<file path="src/rtl/iic_pkg.sv">
// Shared definitions for the IIC slave: FSM state encoding and bit-slot constants.
package iic_pkg;

  typedef enum logic [3:0] {
    ST_IDLE,
    ST_ADDR,
    ST_ADDR_ACK,
    ST_RX,
    ST_RX_ACK,
    ST_TX_LOAD,
    ST_TX,
    ST_TX_ACK,
    ST_IDLE_WAIT
  } state_t;

  // bit_cnt value that marks the ninth (acknowledge) clock of a byte
  localparam logic [3:0] ACK_SLOT = 4'h8;

  // bit_cnt value after which the incoming byte is complete
  localparam logic [3:0] LAST_BIT = 4'h7;

endpackage

</file>
<file path="src/rtl/iic_in_filter.sv">
// Pad input conditioning: 2-flop synchronizer, FILT_LEN-sample glitch filter,
// and single-cycle rise/fall flags derived from the filtered level.
module iic_in_filter #(
  parameter int FILT_LEN = 3
) (
  input  logic clk,
  input  logic reset,
  input  logic din,
  output logic level,
  output logic rise,
  output logic fall
);

  logic       sync1_reg;
  logic       sync2_reg;
  logic       level_reg;
  logic       rise_reg;
  logic       fall_reg;
  logic [2:0] cnt_reg;

  // Synchronize, then flip the filtered level only after FILT_LEN disagreeing samples in a row
  always_ff @(posedge clk) begin
    if (reset) begin
      sync1_reg <= 1'b1;
      sync2_reg <= 1'b1;
      level_reg <= 1'b1;
      rise_reg  <= 1'b0;
      fall_reg  <= 1'b0;
      cnt_reg   <= 3'd0;
    end else begin
      sync1_reg <= din;
      sync2_reg <= sync1_reg;
      rise_reg  <= 1'b0;
      fall_reg  <= 1'b0;
      if (sync2_reg != level_reg) begin
        if (cnt_reg == 3'(FILT_LEN - 1)) begin
          level_reg <= sync2_reg;
          rise_reg  <= sync2_reg;
          fall_reg  <= ~sync2_reg;
          cnt_reg   <= 3'd0;
        end else begin
          cnt_reg <= cnt_reg + 3'd1;
        end
      end else begin
        cnt_reg <= 3'd0;
      end
    end
  end

  assign level = level_reg;
  assign rise  = rise_reg;
  assign fall  = fall_reg;

endmodule

</file>
<file path="src/rtl/iic_slave.sv">
// IIC bus slave: address match, write-byte reception, read-byte service with
// CPU handshake and optional SCL stretching while waiting for tx data.
module iic_slave
  import iic_pkg::*;
#(
  parameter int FILT_LEN   = 3,
  parameter bit STRETCH_EN = 1'b1
) (
  input  logic       clk,
  input  logic       reset,
  input  logic       slave_en,
  input  logic [6:0] slave_addr,
  input  logic       scl_in,
  input  logic       sda_in,
  output logic       scl_oe,
  output logic       sda_oe,
  output logic       sda_out,
  output logic [7:0] rx_data,
  output logic       rx_vld,
  input  logic [7:0] tx_data,
  output logic       tx_req,
  input  logic       tx_ack,
  output logic       addr_hit,
  output logic       slave_rw,
  output logic       slave_stop,
  output logic       master_nack,
  output logic       busy
);

  // index 0 = SCL, index 1 = SDA
  logic [1:0] pad_in;
  logic [1:0] lvl;
  logic [1:0] rise;
  logic [1:0] fall;

  assign pad_in = {sda_in, scl_in};

  genvar gi;
  generate
    for (gi = 0; gi < 2; gi++) begin : g_filt
      iic_in_filter #(.FILT_LEN(FILT_LEN)) u_filt (
        .clk   (clk),
        .reset (reset),
        .din   (pad_in[gi]),
        .level (lvl[gi]),
        .rise  (rise[gi]),
        .fall  (fall[gi])
      );
    end
  endgenerate

  logic scl_f, sda_f, scl_rise, scl_fall, sda_rise, sda_fall;
  assign scl_f    = lvl[0];
  assign sda_f    = lvl[1];
  assign scl_rise = rise[0];
  assign scl_fall = fall[0];
  assign sda_rise = rise[1];
  assign sda_fall = fall[1];

  state_t     state_reg, state_next;
  logic [3:0] bit_cnt_reg, bit_cnt_next;
  logic [7:0] shift_reg, shift_next;
  logic [7:0] rx_data_reg, rx_data_next;
  logic       rx_vld_reg, rx_vld_next;
  logic       tx_req_reg, tx_req_next;
  logic       tx_got_reg, tx_got_next;
  logic       addr_hit_reg, addr_hit_next;
  logic       slave_rw_reg, slave_rw_next;
  logic       slave_stop_reg, slave_stop_next;
  logic       master_nack_reg, master_nack_next;
  logic       busy_reg, busy_next;
  logic       sda_oe_reg, sda_oe_next;
  logic       scl_oe_reg, scl_oe_next;

  logic       start_det, stop_det, tx_ack_ok;
  logic [7:0] byte_in;

  assign start_det = sda_fall & scl_f;
  assign stop_det  = sda_rise & scl_f;
  assign tx_ack_ok = tx_ack & tx_req_reg;
  assign byte_in   = {shift_reg[6:0], sda_f};

  // Next-state and output decode; bus conditions override every data-phase action
  always_comb begin
    state_next       = state_reg;
    bit_cnt_next     = bit_cnt_reg;
    shift_next       = shift_reg;
    rx_data_next     = rx_data_reg;
    rx_vld_next      = 1'b0;
    tx_req_next      = tx_req_reg;
    tx_got_next      = tx_got_reg;
    addr_hit_next    = 1'b0;
    slave_rw_next    = slave_rw_reg;
    slave_stop_next  = 1'b0;
    master_nack_next = master_nack_reg;
    busy_next        = busy_reg;
    sda_oe_next      = sda_oe_reg;

    if (!slave_en) begin
      state_next  = ST_IDLE;
      sda_oe_next = 1'b1;
      tx_req_next = 1'b0;
      tx_got_next = 1'b0;
      busy_next   = 1'b0;
    end else if (stop_det) begin
      state_next      = ST_IDLE;
      sda_oe_next     = 1'b1;
      tx_req_next     = 1'b0;
      tx_got_next     = 1'b0;
      busy_next       = 1'b0;
      slave_stop_next = busy_reg;
    end else if (start_det) begin
      // START and repeated START both restart the address phase; busy is kept
      state_next       = ST_ADDR;
      bit_cnt_next     = 4'd0;
      sda_oe_next      = 1'b1;
      tx_req_next      = 1'b0;
      tx_got_next      = 1'b0;
      master_nack_next = 1'b0;
    end else begin
      if (tx_ack_ok) begin
        tx_req_next = 1'b0;
      end
      case (state_reg)
        ST_ADDR: begin
          if (scl_rise) begin
            shift_next   = byte_in;
            bit_cnt_next = bit_cnt_reg + 4'd1;
            if (bit_cnt_reg == LAST_BIT) begin
              if (byte_in[7:1] == slave_addr) begin
                addr_hit_next = 1'b1;
                slave_rw_next = byte_in[0];
                busy_next     = 1'b1;
                state_next    = ST_ADDR_ACK;
              end else begin
                busy_next  = 1'b0;
                state_next = ST_IDLE;
              end
            end
          end
        end
        ST_ADDR_ACK, ST_RX_ACK: begin
          // first fall: pull SDA low for the ACK clock; second fall: release and move on
          if (scl_fall) begin
            if (sda_oe_reg) begin
              sda_oe_next = 1'b0;
            end else begin
              sda_oe_next  = 1'b1;
              bit_cnt_next = 4'd0;
              if (state_reg == ST_ADDR_ACK && slave_rw_reg) begin
                state_next  = ST_TX_LOAD;
                tx_req_next = 1'b1;
                tx_got_next = 1'b0;
              end else begin
                state_next = ST_RX;
              end
            end
          end
        end
        ST_RX: begin
          if (scl_rise) begin
            shift_next   = byte_in;
            bit_cnt_next = bit_cnt_reg + 4'd1;
            if (bit_cnt_reg == LAST_BIT) begin
              rx_data_next = byte_in;
              rx_vld_next  = 1'b1;
              state_next   = ST_RX_ACK;
            end
          end
        end
        ST_TX_LOAD: begin
          if (tx_ack_ok) begin
            shift_next  = tx_data;
            tx_got_next = 1'b1;
          end
          // the first bit may only be put on SDA while SCL is low
          if (!scl_f) begin
            if (tx_got_reg || tx_ack_ok || !STRETCH_EN) begin
              if (!tx_got_reg) begin
                shift_next = tx_data;
              end
              sda_oe_next  = tx_got_reg ? shift_reg[7] : tx_data[7];
              tx_got_next  = 1'b0;
              bit_cnt_next = 4'd0;
              state_next   = ST_TX;
            end
          end
        end
        ST_TX: begin
          if (scl_rise) begin
            bit_cnt_next = bit_cnt_reg + 4'd1;
          end else if (scl_fall) begin
            if (bit_cnt_reg == ACK_SLOT) begin
              sda_oe_next = 1'b1;
              state_next  = ST_TX_ACK;
            end else begin
              shift_next  = {shift_reg[6:0], 1'b1};
              sda_oe_next = shift_reg[6];
            end
          end
        end
        ST_TX_ACK: begin
          if (scl_rise) begin
            if (sda_f) begin
              master_nack_next = 1'b1;
              state_next       = ST_IDLE_WAIT;
            end else begin
              tx_req_next = 1'b1;
              tx_got_next = 1'b0;
              state_next  = ST_TX_LOAD;
            end
          end
        end
        default: begin
          // IDLE and IDLE_WAIT only leave on START/STOP, handled above
        end
      endcase
    end

    // Hold SCL low while waiting for tx data, plus one cycle after SDA is set up
    scl_oe_next = !(STRETCH_EN && slave_en && !scl_f &&
                    (state_next == ST_TX_LOAD ||
                     (state_reg == ST_TX_LOAD && state_next == ST_TX)));
  end

  // State and output registers
  always_ff @(posedge clk) begin
    if (reset) begin
      state_reg       <= ST_IDLE;
      bit_cnt_reg     <= 4'd0;
      shift_reg       <= 8'h00;
      rx_data_reg     <= 8'h00;
      rx_vld_reg      <= 1'b0;
      tx_req_reg      <= 1'b0;
      tx_got_reg      <= 1'b0;
      addr_hit_reg    <= 1'b0;
      slave_rw_reg    <= 1'b0;
      slave_stop_reg  <= 1'b0;
      master_nack_reg <= 1'b0;
      busy_reg        <= 1'b0;
      sda_oe_reg      <= 1'b1;
      scl_oe_reg      <= 1'b1;
    end else begin
      state_reg       <= state_next;
      bit_cnt_reg     <= bit_cnt_next;
      shift_reg       <= shift_next;
      rx_data_reg     <= rx_data_next;
      rx_vld_reg      <= rx_vld_next;
      tx_req_reg      <= tx_req_next;
      tx_got_reg      <= tx_got_next;
      addr_hit_reg    <= addr_hit_next;
      slave_rw_reg    <= slave_rw_next;
      slave_stop_reg  <= slave_stop_next;
      master_nack_reg <= master_nack_next;
      busy_reg        <= busy_next;
      sda_oe_reg      <= sda_oe_next;
      scl_oe_reg      <= scl_oe_next;
    end
  end

  assign scl_oe      = scl_oe_reg;
  assign sda_oe      = sda_oe_reg;
  assign sda_out     = sda_oe_reg;  // only ever drives 0; idles high
  assign rx_data     = rx_data_reg;
  assign rx_vld      = rx_vld_reg;
  assign tx_req      = tx_req_reg;
  assign addr_hit    = addr_hit_reg;
  assign slave_rw    = slave_rw_reg;
  assign slave_stop  = slave_stop_reg;
  assign master_nack = master_nack_reg;
  assign busy        = busy_reg;

endmodule

</file>
<file path="config.mk">
export PLATFORM = sky130hd
export DESIGN_NAME = iic_slave
export DESIGN_NICKNAME = d
export VERILOG_FILES = /design/src/rtl/iic_pkg.sv /design/src/rtl/iic_in_filter.sv /design/src/rtl/iic_slave.sv
export SDC_FILE = /design/constraint.sdc
export NUM_CORES = 1
export LEC_CHECK = 0
export ABC_AREA = 1
export CAP_MARGIN = 0
export CORE_ASPECT_RATIO = 0.6
export CORE_MARGIN = 2
export CORE_UTILIZATION = 54
export CTS_CLUSTER_SIZE = 16
export DETAILED_ROUTE_END_ITERATION = 8
export GPL_ROUTABILITY_DRIVEN = 0
export PLACE_DENSITY = 0.79
export SLEW_MARGIN = 40
export SYNTH_ARGS = -nofsm -noshare
export SYNTH_HDL_FRONTEND = slang
export SYNTH_SLANG_ARGS = --single-unit
</file>
<file path="constraint.sdc">
create_clock -name clk -period 1.9 [get_ports clk]
set_clock_uncertainty 0.2 [all_clocks]
set_input_delay 0.19 -clock clk [delete_from_list [all_inputs] [get_ports clk]]
set_output_delay 0.19 -clock clk [all_outputs]
set_load 0.02 [all_outputs]
</file>
==> flow_metrics.env, run 1 <==
export IMPL_worstHoldPathCells=1
export IMPL_critPathLaunchType="flip-flop"
export IMPL_core_area_um2=4660
export IMPL_worstHoldEndpoint="g_filt[1].u_filt.sync2_reg$_SDFF_PP1_"
export IMPL_layoutNonFillerInstCount=484
export IMPL_power_total_mw=1.78
export IMPL_grt_max_degree=19
export IMPL_die_w_um=94.7
export IMPL_power_density_nw_per_um2=541
export IMPL_area_growth_pct=23.5
export IMPL_ys_top_cells_by_area="dfxtp_1 (38%), nand2_1 (9.0%), nor2_1 (6.9%)"
export IMPL_grt_pass1_vias=2302
export IMPL_antenna_cells=0
export IMPL_root_buffer="clkbuf_8"
export IMPL_netlist_area_um2=2670
export IMPL_cts_sinks=50
export IMPL_yosysTopAreaCellShare_pct=37.5
export IMPL_hp_start="g_filt[1].u_filt.sync1_reg$_SDFF_PP1_"
export IMPL_arrival_ns=1.84
export IMPL_yosys_area_top_type="dfxtp_1"
export IMPL_via_count=2628
export IMPL_grtUsageTotal_pct=26.6
export IMPL_hold_viol_final=0
export IMPL_antenna_found_initial=0
export IMPL_cts_inserted_buffers=5
export IMPL_ys_flop_type="dfxtp_1"
export IMPL_clock_fmax_mhz=548
export IMPL_ctsHtreeMaxLevel=2
export IMPL_total_leakage_power_nw=1.39
export IMPL_clock_power_share_pct=34.9
export IMPL_die_area_um2=5540
export IMPL_drv_cap=0
export IMPL_die_y_um=58.4
export IMPL_seq_area_frac_synth_pct=37.5
export IMPL_crit_required_ns=1.91
export IMPL_worstMarginPinSlew_ns=0.395
export IMPL_r2r_end="shift_reg[1]$_SDFFE_PP0P_"
export IMPL_async_reset_ff_share_pct=0
export IMPL_dp_cells=473
export IMPL_rows=19
export IMPL_syn_num_nets=396
export IMPL_drtAntennaViolNets=0
export IMPL_seq_power_share_pct=59.2
export IMPL_slew_violations=0
export IMPL_drive_above_1_share_pct=16.9
export IMPL_synth_edf_count=0
export IMPL_status="finished clean"
export IMPL_min_period_over_period_pct=96.0
export IMPL_finalSetupViolations=0
export IMPL_power_internal_mw=1.36
export IMPL_period_minus_slack_ns=1.82
export IMPL_tritoncts="built"
export IMPL_post_dp_hpwl_um=5350
export IMPL_clk_pin_slew_ns=0.10
export IMPL_reg2reg_depth=9
export IMPL_combPwrFrac_pct=5.9
export IMPL_overflow=0
export IMPL_wl_per_cell_um=14.5
export IMPL_cp_end_kind="flip-flop"
export IMPL_drt_vias_per_instance=5.43
export IMPL_clk_latency_ns=0.32
export IMPL_clock_path_buffers=2
export IMPL_ir_drop_mv=0.328
export IMPL_drt_iter0_drc=198
export IMPL_finalNetCount=448
export IMPL_crit_type="flip-flop to flip-flop"
export IMPL_synth_commonest_cells="nand2_1 (64), dfxtp_1 (50), nor2_1 (49), inv_1 (41), a21oi_1 (30)"
export IMPL_drt_total_wl_um=7020
export IMPL_start_util_pct=57.3
export IMPL_netSwitchingFraction_pct=23.5
export IMPL_synth_avg_cell_area_um2=7.23
export IMPL_cp_max_fo=16
export IMPL_grt_pass1_wl_um=11100
export IMPL_regToRegSetupSlack_ns=0.08
export IMPL_drtPass1Iterations=5
export IMPL_reg2reg_from="state_reg[3]$_SDFF_PP0_"
export IMPL_remaining_drc_errors=0
export IMPL_yosys_warnings=0
export IMPL_ys_ff_latch=50
export IMPL_post_synth_top_count_cell="nand2_1"
export IMPL_ios=39
export IMPL_yosysUniqueCellTypes=37
export IMPL_syn_inst=369
export IMPL_maxSlewHeadroom_pct=73.3
export IMPL_p_sw_mw=0.418
export IMPL_port_buffers=38
export IMPL_hold_class="flip-flop to flip-flop"
==> repair_timing <==
item,4_1_cts,5_1_grt
resized for setup,0,8
setup endpoints to repair,0,21
endpoints found under the hold margin,0,0
hold buffers,0,0
setup buffers,0,4
==> worst max-delay path by stage <==
stage	start	endpoint	slack, ns	cells past startpoint
6_report	state_reg[3]$_SDFF_PP0_	shift_reg[1]$_SDFFE_PP0P_	0.08	9
2_1_floorplan	tx_req$_SDFF_PP0_	bit_cnt_reg[2]$_SDFFE_PP0P_	0.29	11
3_3_place_gp	slave_en	rx_data[0]$_SDFFE_PP0P_	0.04	7
4_1_cts	bit_cnt_reg[1]$_SDFFE_PP0P_	slave_rw$_SDFFE_PP0P_	0.04	9
5_1_grt	state_reg[3]$_SDFF_PP0_	rx_data[3]$_SDFFE_PP0P_	-0.02	7
3_5_place_dp	slave_en	rx_data[7]$_SDFFE_PP0P_	-0.03	7
==> metal layers <==
metal  track usage [%]  up-vias  routed length (um)
met5                 0        -                   0
met4              5.18        0                  46
met3              7.55        6                 675
met2              37.8      138                2880
met1              40.2     1179                3420
li1                  -     1305                   -
==> placed cells by master (no fill, tap or decap), drive strengths merged, types with 7 or more instances in the layout <==
master	n
a21oi	33
inv	49
buf	15
nand3	24
nand4	7
clkdlybuf4s50	38
nand2	75
nor2	58
dfxtp	50
o21ai	29
==> through the flow <==
stage	util, %	hold slack, ns	setup TNS, ns	area, um^2	setup slack, ns
finish	70.7	0.215	0	3290	0.0759
global placement	67.9	0.194	0	3160	0.0382
floorplan	-	0.0938	0	2670	0.291
detailed placement	67.9	0.194	-0.0706	3160	-0.0272
global route	70.7	0.236	-0.0156	3290	-0.0156
CTS	69.6	0.215	0	3240	0.0405
==> power groups by stage <==
| stage | Clock, mW | Combinational (mW) | Sequential [mW] |
|---|---|---|---|
| global placement | 0 | 0.0998 | 1.08 |
| global route | 0.685 | 0.114 | 1.06 |
| CTS | 0.626 | 0.103 | 1.06 |
| finish | 0.623 | 0.105 | 1.06 |
| detailed placement | 0 | 0.103 | 1.08 |
| floorplan | 0 | 0.0407 | 1.08 |
==> critical path, stage by stage (launching register included) <==
cell	delay, ns
dfxtp_1	0.37
inv_2	0.13
nand2_4	0.10
nor2_4	0.23
nand2_1	0.14
o21ai_2	0.10
nor2_4	0.06
buf_12	0.15
o21ai_0	0.17
a21oi_1	0.06
==> final cells by class <==
cell class,instances,area (um^2)
Timing Repair Buffer,53,505
Fill cell,397,1370
Tap cell,63,78.8
Clock inverter,2,13.8
Sequential cell,50,1010
Multi-Input combinational cell,263,1440
Clock buffer,5,68.8
Inverter,48,183
==> cell families after synthesis <==
group | synth area share [%]
xor+xnor | 2.30
buf+inv | 9.10
simple gates | 31.7
flops | 37.5
fa+ha+maj | 2.81
compound gates | 16.6
No activity file was read; power rests on OpenSTA's default activity.
==> inputs of run 2 (changes only) <==
--- a/config.mk
+++ b/config.mk
@@ -9,11 +9,12 @@
 export CAP_MARGIN = 0
 export CORE_ASPECT_RATIO = 0.6
 export CORE_MARGIN = 2
-export CORE_UTILIZATION = 54
+export CORE_UTILIZATION = 56
+export CTS_BUF_LIST = sky130_fd_sc_hd__clkbuf_4
 export CTS_CLUSTER_SIZE = 16
 export DETAILED_ROUTE_END_ITERATION = 8
 export GPL_ROUTABILITY_DRIVEN = 0
-export PLACE_DENSITY = 0.79
+export PLACE_DENSITY = 0.82
 export SLEW_MARGIN = 40
 export SYNTH_ARGS = -nofsm -noshare
 export SYNTH_HDL_FRONTEND = slang
==> run 2 against run 1 <==
Sequential power is essentially flat. Wire length decreased by 0.21%. Utilization increased by 0.96 points. Final area is 0.19% lower. Sequential cell count did not move. Register-to-register slack hardly changed. Highest routed layer unchanged. Critical path depth fell by 1.
==> flow_metrics.env, run 2 (same netlist as run 1, synthesis figures left out) <==
export IMPL_hold_buffers=0
export IMPL_grt_pass1_vias=2336
export IMPL_antenna_cells=0
export IMPL_die_y_um=57.5
export IMPL_cp_end_kind="flip-flop"
export IMPL_total_leakage_power_nw=1.38
export IMPL_cts_sinks=50
export IMPL_via_count=2649
export IMPL_hold_class="input port to flip-flop"
export IMPL_arrival_ns=1.93
export IMPL_power_density_nw_per_um2=540
export IMPL_drv_cap=0
export IMPL_antenna_found_initial=0
export IMPL_power_total_mw=1.78
export IMPL_clk_pin_slew_ns=0.14
export IMPL_drt_total_wl_um=7000
export IMPL_die_w_um=93.1
export IMPL_cts_inserted_buffers=5
export IMPL_core_area_um2=4590
export IMPL_finalSetupViolations=0
export IMPL_ctsHtreeMaxLevel=2
export IMPL_port_buffers=38
export IMPL_overflow=0
export IMPL_hold_slack_ns=0.150
export IMPL_die_area_um2=5350
export IMPL_rows=19
export IMPL_drtPass1Iterations=6
export IMPL_drt_vias_per_instance=5.48
export IMPL_drive_above_1_share_pct=17.1
export IMPL_critPathLaunchType="flip-flop"
export IMPL_wl_per_cell_um=14.5
export IMPL_finalNetCount=447
export IMPL_min_period_over_period_pct=96.4
export IMPL_clock_path_buffers=2
export IMPL_drtAntennaViolNets=0
export IMPL_crit_type="flip-flop to flip-flop"
export IMPL_maxSlewHeadroom_pct=75.1
export IMPL_grt_max_degree=21
export IMPL_status="finished clean"
export IMPL_ios=39
export IMPL_setup_tns_ns=0
export IMPL_area_growth_pct=23.2
export IMPL_period_minus_slack_ns=1.83
export IMPL_worstMarginPinSlew_ns=0.370
export IMPL_ir_drop_mv=0.353
export IMPL_post_dp_hpwl_um=5200
export IMPL_grtUsageTotal_pct=26.8
export IMPL_grt_pass1_wl_um=11100
export IMPL_tritoncts="built"
export IMPL_start_util_pct=58.1
export IMPL_clk_latency_ns=0.38
export IMPL_hold_viol_final=0
export IMPL_utilization_pct=71.6
export IMPL_crit_required_ns=2.00
export IMPL_fillCellCount=378
export IMPL_remaining_drc_errors=0
export IMPL_cp_max_fo=5
export IMPL_root_buffer="clkbuf_4"
export IMPL_final_common_cell="nand2_1"
export IMPL_layout_common_cells="nand2_1 (62), nor2_1 (47), dfxtp_1 (46)"
export IMPL_slew_violations=0
export IMPL_clock_fmax_mhz=546
export IMPL_drt_iter0_drc=303
## run 2: cell count changes in the layout (fill, tap and decap cells not counted), moves of 2 or more
cell      previous run  this run
nand2_2              8        10
clkbuf_8             5         0
buf_4               14        12
nor2_2               3         5
clkbuf_4             0         5
nand2_1             64        62
dfxtp_2              5         3
## run 2: area by class of cell
class                   instances  area [um^2]  area share, %
repair buffers                 51          490           14.9
multi-input cells             264         1450           44.1
clock buffers                   5         37.5           1.14
well taps                      63         78.8           2.40
flip-flops and latches         50         1010           30.7
inverters                      48          183           5.56
clock inverters                 2         38.8           1.18
## run 2: metrics by stage
step / setup WS (ns) / cells / area, um^2
CTS: 0.0543 / 479 / 3230
floorplan: 0.291 / 369 / 2670
detailed placement: -0.0692 / 472 / 3150
global route: -0.0293 / 483 / 3290
global placement: 0.0495 / 472 / 3150
finish: 0.0690 / 483 / 3290
## run 2: repair_timing
item,in CTS,in global routing
endpoints found under the setup margin,0,21
resized for setup,0,12
setup buffers,0,3
## run 2: worst paths after layout
kind	to	cells past startpoint	slack, ns	startpoint
worst max-delay path	scl_oe$_SDFF_PP1_	8	0.07	state_reg[3]$_SDFF_PP0_
worst min-delay path	g_filt[0].u_filt.sync1_reg$_SDFF_PP1_	2	0.15	scl_in
worst max register to register	scl_oe$_SDFF_PP1_	8	0.07	state_reg[3]$_SDFF_PP0_
worst min register to register	g_filt[0].u_filt.sync2_reg$_SDFF_PP1_	1	0.23	g_filt[0].u_filt.sync1_reg$_SDFF_PP1_
## run 2: worst max-delay path: stages, from the launching register on
cell	delay, ns
dfxtp_1	0.39
inv_2	0.14
nand2_4	0.10
nor2_1	0.27
nand3_1	0.20
nand4_1	0.15
o21ai_0	0.13
nor2_1	0.12
nand2_1	0.06
## run 2: per-layer routing
metal / global-route usage, % / share of wire, % / vias up
met3: 5.81 / 11 / 15
met5: 0 / 0 / -
met4: 6.30 / 1.2 / 0
li1: - / - / 1305
met1: 41.8 / 48 / 1173
met2: 37.6 / 40 / 156
## run 2: power breakdown
group | internal [mW] | leakage, nW | switching (mW)
clock network | 0.273 | 0.0413 | 0.342
logic | 0.0569 | 0.934 | 0.0476
registers | 1.05 | 0.406 | 0.00336
==> inputs of run 3 (changes only) <==
--- a/config.mk
+++ b/config.mk
@@ -11,7 +11,6 @@
 export CORE_MARGIN = 2
 export CORE_UTILIZATION = 56
 export CTS_BUF_LIST = sky130_fd_sc_hd__clkbuf_4
-export CTS_CLUSTER_SIZE = 16
 export DETAILED_ROUTE_END_ITERATION = 8
 export GPL_ROUTABILITY_DRIVEN = 0
 export PLACE_DENSITY = 0.82
==> results of run 3 <==
No change in the layout: final DEF, timing and power equal those of run 2.
